--- src/rtl/seg7_pkg.sv ---
// Shared definitions for the 7-segment scan controller: segment bit order,
// the all-dark pattern and the hex-to-segment decode.
package seg7_pkg;

  localparam logic [7:0] SEG_OFF = 8'hFF;

  localparam int SEG_DP = 7;
  localparam int SEG_A  = 6;
  localparam int SEG_B  = 5;
  localparam int SEG_C  = 4;
  localparam int SEG_D  = 3;
  localparam int SEG_E  = 2;
  localparam int SEG_F  = 1;
  localparam int SEG_G  = 0;

  localparam logic [6:0] M_A = 7'(1) << SEG_A;
  localparam logic [6:0] M_B = 7'(1) << SEG_B;
  localparam logic [6:0] M_C = 7'(1) << SEG_C;
  localparam logic [6:0] M_D = 7'(1) << SEG_D;
  localparam logic [6:0] M_E = 7'(1) << SEG_E;
  localparam logic [6:0] M_F = 7'(1) << SEG_F;
  localparam logic [6:0] M_G = 7'(1) << SEG_G;

  // Active-high segment set {a..g}; callers invert for the active-low pins.
  function automatic logic [6:0] hex_to_seg(input logic [3:0] nib);
    logic [6:0] r;
    r = '0;
    unique case (nib)
      4'h0: r = M_A | M_B | M_C | M_D | M_E | M_F;
      4'h1: r = M_B | M_C;
      4'h2: r = M_A | M_B | M_D | M_E | M_G;
      4'h3: r = M_A | M_B | M_C | M_D | M_G;
      4'h4: r = M_B | M_C | M_F | M_G;
      4'h5: r = M_A | M_C | M_D | M_F | M_G;
      4'h6: r = M_A | M_C | M_D | M_E | M_F | M_G;
      4'h7: r = M_A | M_B | M_C;
      4'h8: r = M_A | M_B | M_C | M_D | M_E | M_F | M_G;
      4'h9: r = M_A | M_B | M_C | M_D | M_F | M_G;
      4'hA: r = M_A | M_B | M_C | M_E | M_F | M_G;
      4'hB: r = M_C | M_D | M_E | M_F | M_G;
      4'hC: r = M_A | M_D | M_E | M_F;
      4'hD: r = M_B | M_C | M_D | M_E | M_G;
      4'hE: r = M_A | M_D | M_E | M_F | M_G;
      4'hF: r = M_A | M_E | M_F | M_G;
      default: r = '0;
    endcase
    return r;
  endfunction

endpackage

--- src/rtl/seg7_scan_timer.sv ---
// Scan timebase: PWM phase within a digit slot, digit index, frame markers
// and the blink phase that flips every BLINK_FRAMES frames.
module seg7_scan_timer #(
  parameter int N_DIGITS     = 8,
  parameter int SLOT_CYCLES  = 32768,
  parameter int PWM_BITS     = 4,
  parameter int BLINK_FRAMES = 64
) (
  input  logic                        i_clk,
  input  logic                        i_rst_n,
  output logic [$clog2(N_DIGITS)-1:0] o_idx,
  output logic [PWM_BITS-1:0]         o_phase,
  output logic                        o_frame_first,
  output logic                        o_frame_last,
  output logic                        o_blink_on
);

  localparam int IDX_W = $clog2(N_DIGITS);
  localparam int SUB   = SLOT_CYCLES >> PWM_BITS;
  localparam int SUB_W = (SUB > 1) ? $clog2(SUB) : 1;
  localparam int BF_W  = (BLINK_FRAMES > 1) ? $clog2(BLINK_FRAMES) : 1;

  localparam logic [SUB_W-1:0]    SUB_LAST = SUB_W'(SUB - 1);
  localparam logic [PWM_BITS-1:0] PH_LAST  = '1;
  localparam logic [IDX_W-1:0]    IDX_LAST = IDX_W'(N_DIGITS - 1);
  localparam logic [BF_W-1:0]     BF_LAST  = BF_W'(BLINK_FRAMES - 1);

  // slot_cnt is kept split as {phase, sub}: phase is the top PWM_BITS of the
  // slot position even when SLOT_CYCLES is not a power of two.
  logic [SUB_W-1:0]    r_sub;
  logic [PWM_BITS-1:0] r_phase;
  logic [IDX_W-1:0]    r_idx;
  logic [BF_W-1:0]     r_blink_cnt;
  logic                r_blink_on;

  logic w_phase_end;
  logic w_slot_end;
  logic w_frame_end;

  assign w_phase_end = (r_sub == SUB_LAST);
  assign w_slot_end  = w_phase_end && (r_phase == PH_LAST);
  assign w_frame_end = w_slot_end && (r_idx == IDX_LAST);

  always_ff @(posedge i_clk or negedge i_rst_n) begin
    if (!i_rst_n) begin
      r_sub       <= '0;
      r_phase     <= '0;
      r_idx       <= '0;
      r_blink_cnt <= '0;
      r_blink_on  <= 1'b1;
    end else begin
      r_sub <= w_phase_end ? '0 : r_sub + SUB_W'(1);
      if (w_phase_end) begin
        r_phase <= r_phase + PWM_BITS'(1);
      end
      if (w_slot_end) begin
        r_idx <= (r_idx == IDX_LAST) ? '0 : r_idx + IDX_W'(1);
      end
      // Blink phase only moves on frame edges so a frame is never half-blinked.
      if (w_frame_end) begin
        if (r_blink_cnt == BF_LAST) begin
          r_blink_cnt <= '0;
          r_blink_on  <= ~r_blink_on;
        end else begin
          r_blink_cnt <= r_blink_cnt + BF_W'(1);
        end
      end
    end
  end

  assign o_idx         = r_idx;
  assign o_phase       = r_phase;
  assign o_frame_first = (r_sub == '0) && (r_phase == '0) && (r_idx == '0);
  assign o_frame_last  = w_frame_end;
  assign o_blink_on    = r_blink_on;

endmodule

--- src/rtl/seg7_scan_ctrl.sv ---
// N-digit multiplexed common-anode 7-segment driver with frame-aligned
// shadow/active content swap, masking, leading-zero blanking and PWM dimming.
module seg7_scan_ctrl
  import seg7_pkg::*;
#(
  parameter int N_DIGITS     = 8,
  parameter int SLOT_CYCLES  = 32768,
  parameter int PWM_BITS     = 4,
  parameter int BLINK_FRAMES = 64
) (
  input  logic                    cclk,
  input  logic                    rst_n,
  input  logic [4*N_DIGITS-1:0]   val,
  input  logic [N_DIGITS-1:0]     dp_mask,
  input  logic [N_DIGITS-1:0]     blank_mask,
  input  logic [N_DIGITS-1:0]     blink_mask,
  input  logic                    lz_blank,
  input  logic [PWM_BITS-1:0]     brightness,
  input  logic                    load,
  output logic                    load_ack,
  output logic                    frame_start,
  output logic [7:0]              seg,
  output logic [N_DIGITS-1:0]     dig
);

  localparam int IDX_W = $clog2(N_DIGITS);
  localparam logic [PWM_BITS-1:0] PWM_MAX = '1;

  logic [IDX_W-1:0]    w_idx;
  logic [PWM_BITS-1:0] w_phase;
  logic                w_frame_first;
  logic                w_frame_last;
  logic                w_blink_on;

  seg7_scan_timer #(
    .N_DIGITS     (N_DIGITS),
    .SLOT_CYCLES  (SLOT_CYCLES),
    .PWM_BITS     (PWM_BITS),
    .BLINK_FRAMES (BLINK_FRAMES)
  ) u_timer (
    .i_clk         (cclk),
    .i_rst_n       (rst_n),
    .o_idx         (w_idx),
    .o_phase       (w_phase),
    .o_frame_first (w_frame_first),
    .o_frame_last  (w_frame_last),
    .o_blink_on    (w_blink_on)
  );

  logic [4*N_DIGITS-1:0] r_sh_val;
  logic [N_DIGITS-1:0]   r_sh_dp;
  logic [N_DIGITS-1:0]   r_sh_blank;
  logic [N_DIGITS-1:0]   r_sh_blink;
  logic                  r_sh_lz;
  logic                  r_pending;

  logic [4*N_DIGITS-1:0] r_act_val;
  logic [N_DIGITS-1:0]   r_act_dp;
  logic [N_DIGITS-1:0]   r_act_blank;
  logic [N_DIGITS-1:0]   r_act_blink;
  logic                  r_act_lz;
  logic                  r_applied;

  // Handshake: valid is load (single-cycle capture, no ready -- the shadow
  // always accepts, last load before a frame boundary wins). The swap happens
  // on the frame's last cycle, so the new content is first emitted together
  // with frame_start; a load on that same cycle waits for the next boundary.
  always_ff @(posedge cclk or negedge rst_n) begin
    if (!rst_n) begin
      r_sh_val    <= '0;
      r_sh_dp     <= '0;
      r_sh_blank  <= '0;
      r_sh_blink  <= '0;
      r_sh_lz     <= 1'b0;
      r_pending   <= 1'b0;
      r_act_val   <= '0;
      r_act_dp    <= '0;
      r_act_blank <= '0;
      r_act_blink <= '0;
      r_act_lz    <= 1'b0;
      r_applied   <= 1'b0;
    end else begin
      if (w_frame_last && r_pending) begin
        r_act_val   <= r_sh_val;
        r_act_dp    <= r_sh_dp;
        r_act_blank <= r_sh_blank;
        r_act_blink <= r_sh_blink;
        r_act_lz    <= r_sh_lz;
      end
      if (load) begin
        r_sh_val   <= val;
        r_sh_dp    <= dp_mask;
        r_sh_blank <= blank_mask;
        r_sh_blink <= blink_mask;
        r_sh_lz    <= lz_blank;
      end
      r_pending <= load | (r_pending & ~w_frame_last);
      r_applied <= w_frame_last & r_pending;
    end
  end

  // A digit is zero-suppressed while it and every digit above it hold 0.
  logic [N_DIGITS-1:0] w_lz_sup;
  logic                w_seen_nz;

  always_comb begin
    w_lz_sup  = '0;
    w_seen_nz = 1'b0;
    for (int i = N_DIGITS - 1; i >= 1; i--) begin
      if (r_act_val[4*i +: 4] != 4'd0) begin
        w_seen_nz = 1'b1;
      end
      w_lz_sup[i] = r_act_lz & ~w_seen_nz;
    end
  end

  logic [3:0] w_nib;
  logic       w_dp;
  logic       w_blank;
  logic       w_blink;
  logic       w_sup;

  always_comb begin
    w_nib   = '0;
    w_dp    = 1'b0;
    w_blank = 1'b0;
    w_blink = 1'b0;
    w_sup   = 1'b0;
    for (int i = 0; i < N_DIGITS; i++) begin
      if (w_idx == IDX_W'(i)) begin
        w_nib   = r_act_val[4*i +: 4];
        w_dp    = r_act_dp[i];
        w_blank = r_act_blank[i];
        w_blink = r_act_blink[i];
        w_sup   = w_lz_sup[i];
      end
    end
  end

  logic                w_dark;
  logic                w_lit;
  logic [7:0]          w_seg_nxt;
  logic [N_DIGITS-1:0] w_dig_nxt;

  assign w_dark = w_blank | (w_blink & ~w_blink_on) | w_sup;
  // Phase 0 is the anti-ghosting guard unless running at full brightness.
  assign w_lit  = (w_phase <= brightness) &&
                  !((w_phase == '0) && (brightness != PWM_MAX));

  // PWM gates only the digit enable; segments keep the digit's pattern.
  always_comb begin
    w_seg_nxt = SEG_OFF;
    w_dig_nxt = '0;
    if (!w_dark) begin
      w_seg_nxt[SEG_DP]  = ~w_dp;
      w_seg_nxt[6:0]     = ~hex_to_seg(w_nib);
      if (w_lit) begin
        w_dig_nxt[w_idx] = 1'b1;
      end
    end
  end

  logic [7:0]          r_seg;
  logic [N_DIGITS-1:0] r_dig;
  logic                r_frame_start;
  logic                r_load_ack;

  always_ff @(posedge cclk or negedge rst_n) begin
    if (!rst_n) begin
      r_seg         <= SEG_OFF;
      r_dig         <= '0;
      r_frame_start <= 1'b0;
      r_load_ack    <= 1'b0;
    end else begin
      r_seg         <= w_seg_nxt;
      r_dig         <= w_dig_nxt;
      r_frame_start <= w_frame_first;
      r_load_ack    <= r_applied;
    end
  end

  assign seg         = r_seg;
  assign dig         = r_dig;
  assign frame_start = r_frame_start;
  assign load_ack    = r_load_ack;

endmodule

--- config.mk ---
export PLATFORM = sky130hd
export DESIGN_NAME = seg7_scan_ctrl
export DESIGN_NICKNAME = d
export VERILOG_FILES = /design/src/rtl/seg7_pkg.sv /design/src/rtl/seg7_scan_timer.sv /design/src/rtl/seg7_scan_ctrl.sv
export SDC_FILE = /design/constraint.sdc
export NUM_CORES = 1
export LEC_CHECK = 0
export CELL_PAD_IN_SITES_DETAIL_PLACEMENT = 1
export CELL_PAD_IN_SITES_GLOBAL_PLACEMENT = 1
export CORE_MARGIN = 2
export CORE_UTILIZATION = 41
export DETAILED_ROUTE_END_ITERATION = 8
export GPL_TIMING_DRIVEN = 0
export PLACE_DENSITY = 0.71
export SETUP_SLACK_MARGIN = 0.02
export SLEW_MARGIN = 20
export SYNTH_ARGS = -nofsm -noshare
export SYNTH_HDL_FRONTEND = slang
export SYNTH_SLANG_ARGS = --single-unit
--- constraint.sdc ---
create_clock -name cclk -period 2.7 [get_ports cclk]
set_input_delay 0.54 -clock cclk [delete_from_list [all_inputs] [get_ports cclk]]
set_output_delay 0.54 -clock cclk [all_outputs]
set_load 0.01 [all_outputs]
==> Word-level counts from Yosys, hierarchy flattened <==
Memory sizes are Yosys's and may differ from the RTL's.
Index checks and enable logic that the tools add are counted.
{ "classes": {"addsub": 4, "multipliers": 0, "div": 0, "magnitude_cmp": 3, "n_eq_ne": 11, "n_shift": 0, "muxes": 55, "bitwise_logic": 24, "reduce_logical": 20} }
{ "ops": {"columns": ["cell", "count"], "rows": [
  ["2-to-1 mux 1 bit", 39],
  ["2-to-1 mux 4 bit", 8],
  ["nonzero test 4 bit", 7],
  ["2-to-1 mux 8 bit", 3],
  ["== test 3 bit, second input constant", 4],
  ["adder 11 x 1 -> 11 bit, second input constant", 1],
  ["== test 11 bit, second input constant", 1],
  ["logical NOT 11 bit", 1],
  ["2-to-1 mux 11 bit", 1],
  ["bitwise AND 1 bit", 10],
  ["NOT 1 bit", 10],
  ["logical AND 1 bit", 8],
  ["2-to-1 mux 7 bit", 1],
  ["NOT 7 bit", 1],
  ["adder 6 x 1 -> 6 bit, second input constant", 1],
  ["== test 3 x 2 -> 1 bit, second input constant", 2],
  ["== test 6 bit, second input constant", 1],
  ["2-to-1 mux 6 bit", 1],
  ["adder 4 x 1 -> 4 bit, second input constant", 1],
  ["== test 4 bit, second input constant", 1],
  ["<= comparator 4 bit", 1],
  ["logical NOT 4 bit", 1],
  ["< comparator 3 x 4 -> 1 bit, second input constant", 1],
  ["inequality test 4 bit, second input constant", 1],
  ["9 further kinds", 11]
]} }
{ "totals": {"ff_bits": 159, "latchBits": 0, "ramBits": 0, "romBits": 112, "out_inout_bits": 18, "wordCells": 139, "mem_count": 1} }
{ "memory_table": {"columns": ["name", "words", "word_bits", "rd", "rd_clocked_by_memory_dff", "write_ports", "line", "source"], "rows": [
  ["(no name shown)", 16, 7, 1, 0, 0, "seg7_pkg.sv:28", "unique case (nib)"]
]} }

==> Longest topological paths before layout <==
Gate-level depths: netlist (run 1).
{ "depth": {"word_depth": 21, "mapped_depth": 14} }

==> Cells and area by module <==
A second synthesis (run 1) with hierarchy kept.
{ "unflattened": {"cells_unflattened": 527, "area_unflattened_um2": 7141.8} }
{ "modules_own_cells": {"columns": ["mod", "n_inst", "cells_each", "area_each_um2"], "rows": [
  ["seg7_scan_ctrl", 1, 411, 5885.6],
  ["seg7_scan_timer", 1, 116, 1256.2]
]} }

==> Least setup slack after synthesis (run 1) <==
Ideal clock, no wire load.
{ "synth_timing": {"kind": "reg-to-reg", "from": "register u_timer.r_idx[2] (netlist: u_timer.o_idx[2])", "to": "register r_seg[6] (netlist: seg[6])", "arrival_ns": 2.804, "path_slack_ns": -0.190, "stages_incl_launch_ff": 13, "synth_period_minus_slack_ns": 2.890, "path_cell_list": "dfrtp_1 > buf_2 > inv_2 > buf_2 > ha_1 > buf_2 > a2111oi_0 > o22ai_1 > a21oi_1 > inv_1 > ha_1 > and3_1 > a2111o_1"} }
{ "synth_between": {"elab_chain_len": 13, "elab_cells_between_ends": 46, "classes_between": "7 x eq/ne; 33 x mux; 4 x bitwise; 1 x reduce/logical; 1 x memory"} }
{ "synth_lines": {"columns": ["item", "line", "source"], "rows": [
  ["from (decl)", "seg7_scan_timer.sv:32", "logic [IDX_W-1:0] r_idx;"],
  ["from (signal assigned)", "seg7_scan_timer.sv:57", "r_idx <= (r_idx == IDX_LAST) ? '0 : r_idx + IDX_W'(1);"],
  ["logical NOT 3 bit", "seg7_scan_ctrl.sv:130", "if (w_idx == IDX_W'(i)) begin"],
  ["2-to-1 mux 4 bit / 2-to-1 mux 1 bit (equally long branches) (8 in series)", "seg7_scan_ctrl.sv:130", null],
  ["memory read (16 x 7 bit) / bitwise AND 1 bit (equally long branches)", null, null],
  ["2-to-1 mux 7 bit / OR 1 bit (equally long branches)", "seg7_scan_ctrl.sv:154, seg7_scan_ctrl.sv:145", null],
  ["NOT 7 bit / OR 1 bit (equally long branches)", "seg7_scan_ctrl.sv:156, seg7_scan_ctrl.sv:145", null],
  ["2-to-1 mux 8 bit (*)", "seg7_scan_ctrl.sv:154", "if (!w_dark) begin"],
  ["net w_seg_nxt[6]", "seg7_scan_ctrl.sv:142", "logic [7:0] w_seg_nxt;"],
  ["to (signal assigned)", "seg7_scan_ctrl.sv:175", "r_seg <= w_seg_nxt;"],
  ["to (decl)", "seg7_scan_ctrl.sv:163", "logic [7:0] r_seg;"]
]} }
The timed path passes the listed nets; every way through them passes the cells marked *. The select of a mux whose other input is x is not followed.
A chain may end at the register's enable or synchronous reset.

==> Worst setup path after layout (run 1) <==
{ "layout_timing": {"from": "register u_timer.r_idx[1] (netlist: u_timer.o_idx[1])", "to": "register r_seg[1] (netlist: seg[1])"} }
The elaborated chain is that of the path after synthesis.

==> results of run 1 <==
==> logic make-up after synthesis <==
| family | after synthesis | synth area share [%] |
|---|---|---|
| compound gates | 77 | 7.137 |
| simple gates | 133 | 10.21 |
| fa+ha+maj | 21 | 3.620 |
| flops | 159 | 54.97 |
| xor+xnor | 16 | 1.931 |
| buf+inv | 48 | 3.379 |
| mux | 117 | 18.76 |
==> synthesized netlist by cell type, types with 4 or more instances <==
master	n
ha_1	21
buf_4	4
mux2_2	95
nand4_1	6
nor2b_1	8
o21ai_0	14
xnor2_1	9
nor3_1	12
a21oi_1	21
nand2_1	34
dfrtp_1	150
xor2_1	7
mux2_1	9
mux2_4	12
nand3b_1	5
nor3b_1	5
nor4_1	10
buf_1	6
buf_2	10
nor2_1	17
dfstp_2	9
inv_1	17
nand3_1	13
clkbuf_1	5
==> final cells by class <==
| type | count | area [um2] |
|---|---|---|
| well taps | 225 | 281.5 |
| flip-flops and latches | 159 | 3993 |
| fillers | 1743 | 7870 |
| repair buffers | 104 | 1013 |
| clock buffers | 22 | 484.2 |
| inverters | 19 | 76.32 |
| plain buffers | 29 | 246.5 |
| multi-input cells | 364 | 3253 |
| clock inverters | 10 | 78.83 |
==> worst reg2reg max path, cell delays in order, from the launching register on <==
cell and delay [ns]:
dfrtp_2 0.46, ha_2 0.23, ha_4 0.21, clkbuf_4 0.22, or2_2 0.33, o22ai_2 0.14, a21oi_2 0.07, buf_4 0.16
ha_4 0.15, nor3b_4 0.15, o21bai_4 0.19, a221o_1 0.32
==> power breakdown <==
part	switching, mW	total (mW)	internal (mW)
Sequential	0.0516	2.52	2.47
Clock	0.964	2.25	1.28
Combinational	0.100	0.265	0.165
Total	1.12	5.03	3.92
==> how the worst max path moves through the flow <==
stage / start / slack [ns] / end
6_report: u_timer.o_idx[1] / -0.007 / seg[1]
2_1_floorplan: u_timer.o_idx[2] / 0.04 / seg[0]
5_1_grt: u_timer.o_idx[1] / -0.12 / seg[1]
3_5_place_dp: u_timer.o_idx[0] / -0.59 / seg[0]
3_3_place_gp: rst_n / -4.94 / u_timer.o_phase[0]
4_1_cts: u_timer.o_idx[0] / 0.005 / seg[0]
==> sequential cells by signal, summed over array words and instances (netlist names), 3 cells and up <==
| register | flops |
|---|---|
| r_act_val | 32 |
| r_sh_val | 32 |
| u_timer.r_sub | 11 |
| dig | 8 |
| r_act_blank | 8 |
| r_act_blink | 8 |
| r_act_dp | 8 |
| r_sh_blank | 8 |
| r_sh_blink | 8 |
| r_sh_dp | 8 |
| seg | 8 |
| u_timer.r_blink_cnt | 6 |
| u_timer.o_phase | 4 |
| u_timer.o_idx | 3 |
==> per-stage QoR <==
| stage | hold WS (ns) | utilization, % | area [um2] | power (mW) | setup WS, ns |
|---|---|---|---|---|---|
| 2_1_floorplan | 0.2444 | - | 7282 | 2.650 | 0.04069 |
| 3_3_place_gp | 0.3477 | 48.36 | 8364 | 2.815 | -4.940 |
| 3_5_place_dp | 0.3404 | 48.55 | 8397 | 2.839 | -0.5929 |
| 4_1_cts | 0.01535 | 53.31 | 9221 | 5.099 | 0.004749 |
| 5_1_grt | 0.01865 | 54.50 | 9427 | 5.239 | -0.1159 |
| 6_report | 0.007127 | 54.50 | 9427 | 5.033 | -0.007214 |
==> per-layer routing <==
metal / part of all wire (%) / GRT usage, %
met5: 0 / 0
met3: 4.1 / 5.185
met2: 50 / 34.69
met4: 1.7 / 6.186
met1: 44 / 26.19
==> timing repair <==
item | 4_1_cts | 5_1_grt
endpoints found under the setup margin | 43 | 14
pin swaps | 8 | 11
hold buffers | 0 | 0
endpoints found under the hold margin | 0 | 0
buffers inserted | 14 | 9
gates resized for setup | 44 | 30
==> flow_summary.yaml, run 1 <==
floorplan:
  io_pins: 82
  core_region_area_um2: 17300
  die_x_um: 137.1
  die_area_um2: 18780
  initial_core_util_pct: 41.96
  core.rowCount: 48
  die_h_um: 137.1
place:
  dp.cells: 877
  place.gp.congestion: 0.9358
  hpwl_um: 12520
  port_buffers: 80
logic_synthesis:
  yosysTopAreaCell: "dfrtp_1"
  synth-seq-cells: 159
  ys_seq_area_share_pct: 54.97
  synth_cell_types: 66
  synth_nets: 656
  synth_area_um2: 7258
  async_reset_ff_share_pct: 100.0
  syn_inst: 571
  postSynthAreaPerCell_um2: 12.71
  synth-edff-count: 0
  synth_top_area_share_pct: 51.72
  ys.warnings.count: 0
  synth_ff_type: "dfrtp_1"
  ys_top_cells_by_area: "dfrtp_1 52%, mux2_2 15%, ha_1 3.6%"
setup_path:
  start_kind: "register"
  worstPathArrival_ns: 3.05
  slowest_stage: "dfrtp_2"
  crit_cells: 11
  worstSetupEndpointType: "register"
  crit_required_ns: 3.05
  cpPeakStageDelay_ns: 0.46
  rr_worst_depth: 11
  rrSetupSlack_ns: -0.007
  timing.rr.start: "u_timer.o_idx[1]"
  r2r-end: "seg[1]"
  crit_family: "compound AO/OA/AOI/OAI gates"
  crit_top_cell: "ha_4"
  worstPathMaxFanout: 10
  critPathKind: "reg2reg"
  worst-path-buf-inv: 2
  cp_cell_sequence: "ha_2 -> ha_4 -> clkbuf_4 -> or2_2 -> o22ai_2 -> a21oi_2 -> buf_4 -> ha_4 -> nor3b_4 -> o21bai_4 -> a221o_1"
routing:
  drt_wl_total_um: 18060
  vias_per_cell: 5.416
  post_drt_wl_per_cell_um: 19.37
  drc: 0
  drt_iter0_drc: 219
  first_pass_iters: 5
  vias: 5048
  ant_nets: 0
timing:
  finalSetupViolCount: 2
  finalCritPeriodShare_pct: 100.3
  totalNegativeSetupSlack_ns: -0.009620
  relSlewSlack_pct: 31.36
  worst_slack_ns: -0.007214
  period_needed_ns: 2.707
  fmax_ghz: 0.3694
  rsz0062_at_grt: "true"
  report.final.slew_viol_count: 0
  hold_viol: 0
  finClkSkew_ns: 0.01025
  worstMarginPinSlew_ns: 1.019
power_and_ir_drop:
  leakagePower_nw: 4.170
  ir_drop_v: 0.0004643
  p_per_area_nw_per_um2: 533.9
layout:
  nets: 779
  n_antenna_cell: 0
  mostFrequentLayoutCell: "dfrtp_1"
  fin_cells: 932
  syn_to_final_growth_pct: 29.87
  drive_above_1_share_pct: 33.80
  final_cell_mix: "148 x dfrtp_1, 95 x mux2_2, 79 x clkdlybuf4s50_1, 33 x nand2_1, 25 x buf_4"
global_route:
  grt.total_usage_pct: 20.61
  grt_pass1_wl_um: 29310
  grt-ovfl-total: 0
  first_global_vias: 5547
  grt_start_max_net_pins: 105
  antenna_found_initial: 0
clocking:
  cts.sinks: 159
  clkTransAtPathRegs_ns: 0.06
  insertion_delay_ns: 0.42
  cts-root-buf: "clkbuf_16"
  htreeDepth: 4
  cts_tree: "built"
  numCtsBuffers: 17
  clockBufferDepth: 2
outcome:
  status: "finished, violations left"
  violations: "setup timing"
run:
  drv_cap: 0
hold_path:
  hp-class: "in2async"
No activity file was read; power rests on OpenSTA's default activity.
==> inputs of run 2 (changes only) <==
--- a/config.mk
+++ b/config.mk
@@ -9,8 +9,10 @@
 export CELL_PAD_IN_SITES_GLOBAL_PLACEMENT = 1
 export CORE_MARGIN = 2
 export CORE_UTILIZATION = 41
+export CTS_BUF_LIST = sky130_fd_sc_hd__clkbuf_16
 export DETAILED_ROUTE_END_ITERATION = 8
 export GPL_TIMING_DRIVEN = 0
+export MAX_ROUTING_LAYER = met4
 export PLACE_DENSITY = 0.71
 export SETUP_SLACK_MARGIN = 0.02
 export SLEW_MARGIN = 20
==> run 2 against run 1 <==
  * Flip-flop and latch count stayed put
  * Largest power group unchanged
  * Power is 0.79% lower
  * Sequential share of layout area fell by 0.48 points
  * Largest cell class unchanged
  * First-iteration DRC count increased by 4.1%
  * Fmax shrank 0.56%
  * The run still ends with setup timing left
==> flow_summary.yaml, run 2 (same netlist as run 1, synthesis figures left out) <==
floorplan:
  core.rowCount: 48
  die_area_um2: 18780
  die_x_um: 137.1
  initial_core_util_pct: 41.96
  io_pins: 82
  die_h_um: 137.1
  core_region_area_um2: 17300
layout:
  fill_cells: 1770
  fin_cells: 937
  fin_area_um2: 9535
  final_cell_mix: "148 x dfrtp_1, 95 x mux2_2, 79 x clkdlybuf4s50_1, 33 x nand2_1, 30 x buf_4"
  syn_to_final_growth_pct: 31.37
  final_util_pct: 55.13
  drive_above_1_share_pct: 34.83
  n_antenna_cell: 0
  top_regs: "r_act_val x32, r_sh_val x32, u_timer.r_sub x11"
  nets: 784
  mostFrequentLayoutCell: "dfrtp_1"
setup_path:
  critPathKind: "reg2reg"
  worstSetupEndpointType: "register"
  worstPathArrival_ns: 3.07
  worstPathMaxFanout: 4
  start_kind: "register"
  crit_required_ns: 3.05
place:
  dp.cells: 877
  place.gp.congestion: 0.9142
  hpwl_um: 12620
  place_area_um2: 8397
  pre_cts_ws_ns: -0.6443
  port_buffers: 80
clocking:
  clockBufferDepth: 2
  insertion_delay_ns: 0.43
  cts.sinks: 159
  htreeDepth: 4
  numCtsBuffers: 17
  clkTransAtPathRegs_ns: 0.06
  cts-root-buf: "clkbuf_16"
  cts_tree: "built"
  cts_hold_buf: 0
routing:
  vias_per_cell: 5.420
  drt_iter0_drc: 228
  drc: 0
  first_pass_iters: 5
  ant_nets: 0
  post_drt_wl_per_cell_um: 19.79
  drt_wl_total_um: 18550
  vias: 5079
outcome:
  violations: "setup timing"
  status: "finished, violations left"
run:
  drv_cap: 0
timing:
  finalSetupViolCount: 2
  finalCritPeriodShare_pct: 100.8
  worst_slack_ns: -0.02253
  worstMarginPinSlew_ns: 1.040
  hold_viol: 0
  report.final.slew_viol_count: 0
  finClkSkew_ns: 0.01096
  fmax_ghz: 0.3673
  holdWs_ns: 0.05719
  relSlewSlack_pct: 29.93
  totalNegativeSetupSlack_ns: -0.03211
  period_needed_ns: 2.723
  rsz0062_at_grt: "true"
power_and_ir_drop:
  power_mw: 4.993
  leakagePower_nw: 4.190
  p_per_area_nw_per_um2: 523.6
  ir_drop_v: 0.0003917
hold_path:
  hp-class: "in2async"
global_route:
  antenna_found_initial: 0
  grt_start_max_net_pins: 92
  grt-ovfl-total: 0
  grt_pass1_wl_um: 29530
  first_global_vias: 5443
  grt.total_usage_pct: 21.61
[run 2: cell count changes in the layout (fill, tap and decap cells not counted), moves of 2 or more]
cell,before,now
ha_4,5,11
buf_4,25,30
inv_6,2,7
clkbuf_8,4,0
clkinv_4,5,1
ha_2,4,0
clkinvlp_4,1,4
clkinv_2,2,4
ha_1,12,10
inv_2,3,1
o21ai_2,0,2
o21bai_1,0,2
o21bai_4,2,0
[run 2: worst paths after layout]
check                                 startpoint          endpoint  depth (start not counted)  slack, ns
worst min register to register         r_applied          load_ack                          0       0.36
worst max register to register  u_timer.o_idx[1]            seg[1]                         13      -0.02
worst min-delay path                       rst_n     r_sh_blink[0]                          1       0.06
max in group asynchronous                  rst_n  u_timer.o_idx[0]                          2       1.78
worst max-delay path            u_timer.o_idx[1]            seg[1]                         13      -0.02
min in group cclk                      r_applied          load_ack                          0       0.36
[run 2: critical path: stages (launching register included)]
cell and delay, ns:
dfrtp_2 0.45, buf_6 0.13, ha_4 0.17, ha_4 0.18, buf_12 0.13, nor2_4 0.11, o211ai_1 0.14, a21oi_1 0.19
o31a_1 0.24, inv_2 0.07, ha_4 0.16, nor3b_4 0.15, o21bai_1 0.17, a221o_1 0.34
[run 2: final cells by class]
type,count,area [um2],share of cell area (%)
Buffer,28,237.7,2.493
Clock buffer,17,425.4,4.461
Clock inverter,15,110.1,1.155
Inverter,19,85.08,0.8923
Multi-Input combinational cell,364,3331,34.93
Sequential cell,159,3993,41.87
Tap cell,225,281.5,2.952
Timing Repair Buffer,110,1072,11.25
[run 2: what timing repair did]
action                                  4_1_cts  5_1_grt
gates cloned                                  0        1
pin swaps                                    12       18
endpoints found under the setup margin       36       15
setup buffers                                19        9
resized for setup                            49       44
[run 2: layer usage]
metal	track usage, %	vias up	wire length, um
met5	-	-	0
met3	4.630	27	815
li1	-	2314	-
met1	27.00	2601	8298
met2	35.05	137	9177
met4	7.102	0	254
[run 2: where the power goes]
group	total [mW]	internal, mW	switching (mW)	leakage, nW
Clock	2.21	1.18	1.02	0.255
Sequential	2.52	2.47	0.0517	2.04
Combinational	0.266	0.165	0.101	1.90
==> inputs of run 3 (changes only) <==
--- a/config.mk
+++ b/config.mk
@@ -12,6 +12,7 @@
 export CTS_BUF_LIST = sky130_fd_sc_hd__clkbuf_16
 export DETAILED_ROUTE_END_ITERATION = 8
 export GPL_TIMING_DRIVEN = 0
+export HOLD_SLACK_MARGIN = 0.06
 export MAX_ROUTING_LAYER = met4
 export PLACE_DENSITY = 0.71
 export SETUP_SLACK_MARGIN = 0.02
==> run 3 against run 2 <==
  * Sequential share of layout area is essentially flat
  * Clock-buffer cell count is the same
  * Non-clock buffer count grew 1
  * Utilization grew 0.058 points
  * Final cell count grew 0.11%
  * Critical endpoint unchanged
  * Cell area grew 0.10%
  * The flow still finishes with violations (setup timing)
  * Largest cell class unchanged
  * Fmax shrank 0.16%
  * Clock power is essentially flat
  * Register-to-register slack is essentially flat
==> flow_summary.yaml, run 3 (same netlist as run 1, synthesis figures left out) <==
outcome:
  status: "finished, violations left"
  violations: "setup timing"
setup_path:
  crit_top_cell: "ha_4"
  crit_required_ns: 3.05
  cpPeakStageDelay_ns: 0.45
  slowest_stage: "dfrtp_2"
  cp_cell_sequence: "buf_6 -> ha_4 -> ha_4 -> buf_12 -> nor2_4 -> o211ai_1 -> a21oi_1 -> o31a_1 -> inv_2 -> ha_4 -> nor3b_4 -> o21bai_1 -> a221o_1"
  worstPathMaxFanout: 4
  critPathKind: "reg2reg"
  worstSetupEndpointType: "register"
  worstPathArrival_ns: 3.07
  start_kind: "register"
global_route:
  globalRouteMet2Util_pct: 35.05
  grt-ovfl-total: 0
  grt.total_usage_pct: 21.61
  first_global_vias: 5445
  grt_start_max_net_pins: 92
  grt.busiest_layer: "met2"
  met1_usage_pct: 27.00
  antenna_found_initial: 0
  grt_pass1_wl_um: 29530
  grtUsageMet3_pct: 4.630
clocking:
  clockBufferDepth: 2
  cts_tree: "built"
  insertion_delay_ns: 0.43
  cts.sinks: 159
  numCtsBuffers: 17
  cts-root-buf: "clkbuf_16"
  clkTransAtPathRegs_ns: 0.06
  htreeDepth: 4
routing:
  first_pass_iters: 5
  drt_iter0_drc: 200
  drc: 0
  drt_wl_total_um: 18540
  post_drt_wl_per_cell_um: 19.76
  vias_per_cell: 5.382
  vias: 5048
  ant_nets: 0
power_and_ir_drop:
  intPower_mw: 3.818
  p_clk_share_pct: 44.1
  p_per_area_nw_per_um2: 523.0
  power.switching_mw: 1.174
  combPwrFrac_pct: 5.3
  p_seq_share_pct: 50.5
  ir_drop_v: 0.0003934
  power_mw: 4.992
  switching_share_pct: 23.52
  leakagePower_nw: 4.194
timing:
  relSlewSlack_pct: 31.26
  worst_slack_ns: -0.02700
  report.final.slew_viol_count: 0
  rsz0062_at_grt: "true"
  finalCritPeriodShare_pct: 101.0
  finClkSkew_ns: 0.009891
  totalNegativeSetupSlack_ns: -0.04688
  worstMarginPinSlew_ns: 1.020
  holdWs_ns: 0.3639
  fmax_ghz: 0.3667
  hold_viol: 0
  period_needed_ns: 2.727
  finalSetupViolCount: 2
floorplan:
  core.rowCount: 48
  die_x_um: 137.1
  die_h_um: 137.1
  die_area_um2: 18780
  core_region_area_um2: 17300
  initial_core_util_pct: 41.96
  io_pins: 82
place:
  place.gp.congestion: 0.9142
  place_area_um2: 8397
  hpwl_um: 12620
  port_buffers: 80
layout:
  final_util_pct: 55.19
  fin_area_um2: 9545
  drive_above_1_share_pct: 34.78
  syn_to_final_growth_pct: 31.51
  n_antenna_cell: 0
  final_cell_mix: "148 x dfrtp_1, 95 x mux2_2, 79 x clkdlybuf4s50_1, 33 x nand2_1, 30 x buf_4"
  mostFrequentLayoutCell: "dfrtp_1"
  top_regs: "r_act_val x32, r_sh_val x32, u_timer.r_sub x11"
  nets: 785
hold_path:
  hp-class: "reg2reg"
run:
  drv_cap: 0
run 3: changes by cell type in the layout (fill, tap and decap cells not counted):
| cell | delta |
|---|---|
| dlygate4sd3_1 | +1 |
run 3: through the flow:
stage | std cells | setup slack (ns)
finish | 938 | -0.02700
global route | 938 | -0.09537
CTS | 929 | 0.02002
detailed placement | 877 | -0.6443
global placement | 876 | -4.918
floorplan | 571 | 0.04069
run 3: per-layer routing:
metal | up-vias | routed length (um)
met5 | - | 0
met4 | 0 | 244
met3 | 27 | 857
met2 | 127 | 9185
met1 | 2583 | 8248
li1 | 2311 | -
run 3: final cells by class:
type	count	area [um2]
fill	1769	7751
sequential	159	3993
multi-input combinational	364	3331
timing repair buffer	111	1082
clock buffer	17	425.4
tap	225	281.5
buffer	28	237.7
clock inverter	15	110.1
inverter	19	85.08
run 3: worst max-delay path, delay by kind of cell (launching register included):
kind / cells / cell delay [ns]
flip-flops: 1 / 0.45
AO/OA/AOI/OAI: 5 / 1.08
adder cells (fa/ha/maj): 3 / 0.51
AND/OR/NAND/NOR: 2 / 0.27
buffers and inverters: 3 / 0.33
run 3: power by group through the flow:
stage               Sequential, mW  Clock, mW  Combinational, mW
finish                        2.52       2.20              0.267
global route                  2.53       2.35              0.296
detailed placement            2.57          0              0.272
CTS                           2.52       2.26              0.275
global placement              2.56          0              0.252
floorplan                     2.54          0              0.110
run 3: repair_timing:
| action | 4_1_cts | 5_1_grt |
|---|---|---|
| buffers inserted | 19 | 9 |
| gates cloned | 0 | 1 |
| endpoints found under the hold margin | 7 | 0 |
| setup endpoints to repair | 36 | 15 |
| pin swaps | 12 | 18 |
| resized for setup | 49 | 44 |
| hold buffers | 1 | 0 |
run 3: path summary, 6_finish.rpt:
kind / cells past startpoint / slack, ns / end / start
setup / recovery: 13 / -0.03 / seg[1] / u_timer.o_idx[1]
max in group asynchronous: 3 / 1.20 / u_timer.o_idx[0] / rst_n
hold / removal: 0 / 0.36 / load_ack / r_applied
setup reg to reg: 13 / -0.03 / seg[1] / u_timer.o_idx[1]
min in group asynchronous: 2 / 0.65 / r_sh_blink[0] / rst_n
hold reg to reg: 0 / 0.36 / load_ack / r_applied
